--- config.mk ---
export PLATFORM = sky130hd
export DESIGN_NAME = microsequencer_flat
export DESIGN_NICKNAME = d
export VERILOG_FILES = /design/src/rtl/mcu_pkg.sv /design/src/rtl/microsequencer_if.sv /design/src/rtl/dispatch_rom.sv /design/src/rtl/microsequencer.sv /design/src/flat_wrapper.sv
export SDC_FILE = /design/constraint.sdc
export NUM_CORES = 1
export LEC_CHECK = 0
export BUFFER_PORTS_ARGS = -buffer_cell sky130_fd_sc_hd__buf_2
export CAP_MARGIN = 15
export CORE_MARGIN = 8
export CORE_UTILIZATION = 50
export DETAILED_ROUTE_END_ITERATION = 10
export PLACE_DENSITY_LB_ADDON = 0.15
export SYNTH_ARGS = -nofsm -noshare
export SYNTH_HDL_FRONTEND = slang
export SYNTH_SLANG_ARGS = --single-unit
--- constraint.sdc ---
create_clock -name clk -period 3.6 [get_ports clk]
set_clock_uncertainty 0.15 [all_clocks]
set_input_delay 0 -clock clk [delete_from_list [all_inputs] [get_ports clk]]
set_output_delay 0 -clock clk [all_outputs]
set_load 0.02 [all_outputs]
--- src/rtl/mcu_pkg.sv ---
// Shared encodings for the multicycle MIPS control unit:
// microprogram states, opcodes and sequencing codes.
package mcu_pkg;

    localparam int OPW     = 6;
    localparam int CNTW    = 16;
    localparam int NSTATES = 10;

    typedef enum logic [3:0] {
        FETCH   = 4'd0,
        DECODE  = 4'd1,
        MEMADR  = 4'd2,
        MEMRD   = 4'd3,
        MEMWB   = 4'd4,
        MEMWR   = 4'd5,
        RTYPEEX = 4'd6,
        RTYPEWB = 4'd7,
        BEQEX   = 4'd8,
        JEX     = 4'd9
    } state_t;

    typedef enum logic [1:0] {
        SEQ_FETCH = 2'b00,
        DISPATCH1 = 2'b01,
        DISPATCH2 = 2'b10,
        INCR      = 2'b11
    } addrctl_t;

    localparam logic [5:0] OP_RTYPE = 6'b000000;
    localparam logic [5:0] OP_LW    = 6'b100011;
    localparam logic [5:0] OP_SW    = 6'b101011;
    localparam logic [5:0] OP_BEQ   = 6'b000100;
    localparam logic [5:0] OP_J     = 6'b000010;

endpackage

--- src/rtl/microsequencer_if.sv ---
// Bus between the microcode ROM side and the microsequencer:
// sequencing controls in, microprogram state and status out.
interface microsequencer_if #(
    parameter int OPW  = 6,
    parameter int CNTW = 16
);
    logic [1:0]      addrctl;
    logic [OPW-1:0]  opcode;
    logic            stall;
    logic [3:0]      state;
    logic            illegal_op;
    logic [CNTW-1:0] instr_count;

    modport master (
        output addrctl, opcode, stall,
        input  state, illegal_op, instr_count
    );

    modport slave (
        input  addrctl, opcode, stall,
        output state, illegal_op, instr_count
    );
endinterface

--- src/rtl/dispatch_rom.sv ---
// Opcode dispatch tables: table 0 after DECODE,
// table 1 after MEMADR. valid=0 means no target.
module dispatch_rom
    import mcu_pkg::*;
#(
    parameter int OPW = 6
) (
    input  logic [OPW-1:0] opcode,
    input  logic           select,
    output logic [3:0]     target,
    output logic           valid
);

    logic is_r, is_lw, is_sw, is_beq, is_j;

    assign is_r   = (opcode == OPW'(OP_RTYPE));
    assign is_lw  = (opcode == OPW'(OP_LW));
    assign is_sw  = (opcode == OPW'(OP_SW));
    assign is_beq = (opcode == OPW'(OP_BEQ));
    assign is_j   = (opcode == OPW'(OP_J));

    always_comb begin
        target = FETCH;
        valid  = 1'b0;
        unique case (1'b1)
            !select && is_r: begin
                target = RTYPEEX;
                valid  = 1'b1;
            end
            !select && (is_lw || is_sw): begin
                target = MEMADR;
                valid  = 1'b1;
            end
            !select && is_beq: begin
                target = BEQEX;
                valid  = 1'b1;
            end
            !select && is_j: begin
                target = JEX;
                valid  = 1'b1;
            end
            select && is_lw: begin
                target = MEMRD;
                valid  = 1'b1;
            end
            select && is_sw: begin
                target = MEMWR;
                valid  = 1'b1;
            end
            default: ;
        endcase
    end

endmodule

--- src/rtl/microsequencer.sv ---
// Microprogram state register and next-state sequencing,
// with sticky illegal-opcode flag and retired-instruction count.
module microsequencer
    import mcu_pkg::*;
#(
    parameter int OPW     = mcu_pkg::OPW,
    parameter int CNTW    = mcu_pkg::CNTW,
    parameter int NSTATES = mcu_pkg::NSTATES
) (
    input logic             clk,
    input logic             rst_n,
    microsequencer_if.slave bus
);

    localparam logic [4:0] NS5 = 5'(NSTATES);

    logic [3:0]      state_q, state_d;
    logic            ill_q, ill_d;
    logic [CNTW-1:0] cnt_q, cnt_d;
    logic [3:0]      tgt;
    logic            vld;
    logic [4:0]      inc;

    dispatch_rom #(.OPW(OPW)) u_dispatch (
        .opcode (bus.opcode),
        .select (bus.addrctl[1]),
        .target (tgt),
        .valid  (vld)
    );

    always_comb begin
        state_d = state_q;
        ill_d   = ill_q;
        cnt_d   = cnt_q;
        inc     = {1'b0, state_q} + 5'd1;
        if (!bus.stall) begin
            // a corrupted state recovers silently
            if ({1'b0, state_q} >= NS5) begin
                state_d = FETCH;
            end else begin
                unique case (1'b1)
                    bus.addrctl == SEQ_FETCH: state_d = FETCH;
                    bus.addrctl == DISPATCH1,
                    bus.addrctl == DISPATCH2: begin
                        state_d = vld ? tgt : 4'(FETCH);
                        ill_d   = ill_q | ~vld;
                    end
                    bus.addrctl == INCR:
                        state_d = (inc >= NS5) ? 4'(FETCH) : inc[3:0];
                    default: state_d = FETCH;
                endcase
                if (state_q != FETCH && state_d == FETCH)
                    cnt_d = cnt_q + CNTW'(1);
            end
        end
    end

    always_ff @(posedge clk or negedge rst_n) begin
        if (!rst_n) begin
            state_q <= FETCH;
            ill_q   <= 1'b0;
            cnt_q   <= '0;
        end else begin
            state_q <= state_d;
            ill_q   <= ill_d;
            cnt_q   <= cnt_d;
        end
    end

    assign bus.state       = state_q;
    assign bus.illegal_op  = ill_q;
    assign bus.instr_count = cnt_q;

endmodule

--- src/flat_wrapper.sv ---
// flat-port wrapper written by rule: the top's interface ports become plain ports
module microsequencer_flat import mcu_pkg::*;
#(
    parameter int OPW     = mcu_pkg::OPW,
    parameter int CNTW    = mcu_pkg::CNTW,
    parameter int NSTATES = mcu_pkg::NSTATES
)
  (clk, rst_n, bus_addrctl, bus_opcode, bus_stall, bus_state, bus_illegal_op, bus_instr_count);
  microsequencer_if #(.OPW(OPW), .CNTW(CNTW)) bus_i ();
  input logic clk;
  input logic rst_n;
  input wire logic [$bits(bus_i.addrctl)-1:0] bus_addrctl;
  input wire logic [$bits(bus_i.opcode)-1:0] bus_opcode;
  input wire logic [$bits(bus_i.stall)-1:0] bus_stall;
  output wire logic [$bits(bus_i.state)-1:0] bus_state;
  output wire logic [$bits(bus_i.illegal_op)-1:0] bus_illegal_op;
  output wire logic [$bits(bus_i.instr_count)-1:0] bus_instr_count;
  assign bus_i.addrctl = bus_addrctl;
  assign bus_i.opcode = bus_opcode;
  assign bus_i.stall = bus_stall;
  assign bus_state = bus_i.state;
  assign bus_illegal_op = bus_i.illegal_op;
  assign bus_instr_count = bus_i.instr_count;
  microsequencer #(.OPW(OPW), .CNTW(CNTW), .NSTATES(NSTATES)) u_core (.clk(clk), .rst_n(rst_n), .bus(bus_i));
endmodule
==> summary.md <==
| Metric | Value |
|---|---|
| Die area | 4670 um2 |
| Delay-heaviest family, CP | simple AND/OR/NAND/NOR gates |
| Core Rows | 19 |
| Hold_buf cts | 7 |
| Placed cells | 188 |
| DIE HEIGHT | 68.4 um |
| Post-route clock period utilization | 0.808 |
| Finished Layout Cells | 199 |
| Layout area overhead | 18.6% |
| Gate Count Post-Synth | 131 |
| EDFF count, synth | 0 |
| Depth of the CTS H-tree | 1 |
| Cell with the largest stage delay on the worst path | a2111o_2 |
| GP Congestion | 0.861 |
| Switching pwr | 0.000238 W |
| CTS tree | built |
| CTS buffer count | 3 |
| Worst flop-to-flop path startpoint | u_core.bus.state[0] |
| Ys Warns | 0 |
| Pwr per Cell Area | 388 nW/um2 |
| Max VDD drop | 337 uV |
| CP Launch Type | register |
| Top-count cell post-synth | dfrtp_1 |
| Number of antenna violations at the first check in global routing | 0 |
| Clock sink total | 21 |
| # setup viols final | 0 |
| Syn avg cell area | 10.5 um2 |
| Buffers & Inverters on Critical Path | 1 |
| Synth cell types | 48 |
| Internal power | 0.000393 W |
| Clock buffer depth | 2 |
| CP Data Arrival Time | 2.99 ns |
| Slew Viols, Final | 0 |
| WL per Instance | 14.9 um |
| DRT iter0 DRCs | 49 |
| Net Count, Synth | 149 |
| Post-synth top cells | 21 x dfrtp_1, 12 x xor2_1, 9 x nand3_1 |
| DP Wirelength | 2250 um |
| Hold Fails Final Rpt | 0 |
| Async S/R FF share, synth | 1.00 |
| Switch share | 0.378 |
| Synth area leader | dfrtp_1 |
| Post-CTS Setup Bufs | 0 |
| Root buffer cell | clkbuf_4 |
| Global route total overflow | 0 |
| Setup TNS | 0 ns |
| Hold Crit Class | in -> async |
| Resize count post-CTS | 0 |
| Synth top area share | 0.383 |
| Ports | 32 |
| Pin count of the biggest net entering global routing | 22 |
| Top cells by area, synth | dfrtp_1 38%, xor2_1 7.7%, ha_1 6.4%, nor4_2 5.5%, xnor2_1 3.8% |
| Core area | 2690 um2 |
| F_max | 344 MHz |
| Initial Util | 0.510 |
| # diodes | 0 |
| Clock transition at path regs | 0.10 ns |
| Vias/cell | 5.59 |
| Detailed-route via count | 1113 |
| Horiz. Die Dim | 68.4 um |
| P_leak | 0.705 nW |
| Combinational share of power | 0.320 |
| Clk_lat worst skew | 0.30 ns |
| First-pass GRT wire length | 5100 um |
| Post-synth top flop | dfrtp_1 |
| Number of synthesized register bits | 21 |
| Pre-Repair DR Iteration Count | 4 |
| Clock share of power | 0.175 |
| Slowest cell delay on critical path | 0.53 ns |
| Worst r2r dst | u_core.bus.instr_count[12] |
| Slew HR | 0.668 |
| DRC viols | 0 |
| Tot GR Track Use | 0.139 |
| Antenna Nets Post-Route | 0 |
| Max_cap viols | 0 |
| Fill count | 254 |
| WL final | 2960 um |
| Worst r2r path cells | 9 |
| Final min period | 2.91 ns |
| Layout cells sized above 1 | 0.315 |
| Reg2reg setup slack | 0.69 ns |
| Worst path cell trace | inv_1 > ha_1 > nor3_1 > nand4_1 > o21ai_2 > a2111o_2 > or2_1 > nor4b_2 > xor2_1 |
| CP Data Required Time | 3.68 ns |
| Share of the yosys chip area belonging to registers | 0.383 |
| CP Max Fanout | 8 |
| RSZ-0062 raised after global routing | false |
| Fin nets | 187 |
| Input/output buffers | 31 |
| Worst hold slack | 0.0149 ns |
| Worst Path Class, Setup | reg -> reg |
| Worst-Margin Slew | 0.497 ns |
| Synth Cell Area | 1370 um2 |
| Status | complete, no violations |
| Vias in the first global route | 1112 |
| CP Capture Type | register |
| Seq pwr share | 0.505 |
-- layout by cell type (no fill, tap or decap), types with 2 or more instances in the layout --
| master | count |
|---|---|
| a22o_1 | 3 |
| nand3_1 | 9 |
| dfrtp_1 | 21 |
| xnor2_1 | 6 |
| nor3_1 | 6 |
| buf_2 | 31 |
| o41ai_1 | 2 |
| nor3b_1 | 2 |
| inv_1 | 6 |
| xor2_1 | 12 |
| or4_4 | 2 |
| nand4_1 | 3 |
| clkbuf_4 | 3 |
| ha_1 | 7 |
| nand2_1 | 8 |
| nor4_2 | 6 |
| o21ai_2 | 2 |
| nor2_1 | 3 |
| dlygate4sd3_1 | 7 |
-- worst max-delay path by stage --
| stage | start | endpoint | cells after the start |
|---|---|---|---|
| 3_3_place_gp | u_core.bus.state[0] | u_core.bus.instr_count[12] | 9 |
| 4_1_cts | u_core.bus.state[0] | u_core.bus.instr_count[12] | 9 |
| 3_5_place_dp | u_core.bus.state[0] | u_core.bus.instr_count[15] | 9 |
| 2_1_floorplan | u_core.bus.state[0] | u_core.bus.instr_count[12] | 10 |
| 5_1_grt | u_core.bus.state[0] | u_core.bus.instr_count[12] | 9 |
| 6_report | u_core.bus.state[0] | u_core.bus.instr_count[12] | 9 |
-- per-layer routing --
layer	up-vias	part of all wire	track usage	wire length (um)
met3	9	0.062	0.0278	184
met2	31	0.50	0.229	1490
met5	-	0	0	0
met1	530	0.41	0.170	1210
li1	543	-	-	-
met4	0	0.025	0.0691	75
-- layout make-up --
type / instances / area, um2 / share of cell area
repair buffers: 38 / 225 / 0.138
inverters: 8 / 30.0 / 0.0185
clock buffers: 4 / 26.3 / 0.0162
well taps: 31 / 38.8 / 0.0238
flip-flops and latches: 21 / 526 / 0.323
multi-input cells: 97 / 781 / 0.480
-- metrics by stage --
step	util	setup slack (ns)	cell area, um2	total power [W]
floorplan	-	0.883	1370	0.000449
global placement	0.570	0.860	1530	0.000516
detailed placement	0.570	0.742	1530	0.000524
CTS	0.605	0.682	1630	0.000638
global route	0.605	0.474	1630	0.000670
finish	0.605	0.691	1630	0.000631
-- power groups by stage --
stage	logic [W]	clock network [W]	registers [W]
finish	0.000202	0.000110	0.000319
global route	0.000225	0.000120	0.000326
CTS	0.000206	0.000114	0.000319
detailed placement	0.000200	0	0.000323
global placement	0.000195	0	0.000320
floorplan	0.0000872	0	0.000362
-- cells by family (layout without fill, tap and decap cells) --
group           Yosys count  after routing  share of synthesized area
flops                    21             21                      0.383
compound gates           18             18                      0.115
simple gates             52             52                      0.255
fa+ha+maj                 7              7                     0.0639
xor+xnor                 19             19                      0.127
mux                       1              1                    0.00821
buf+inv                  13             50                     0.0474
-- sequential cells by signal, summed over array words and instances, names as in the netlist --
signal / count
u_core.bus.instr_count: 16
u_core.bus.state: 4
u_core.bus.illegal_op: 1
Power figures use the tool's default switching activity.
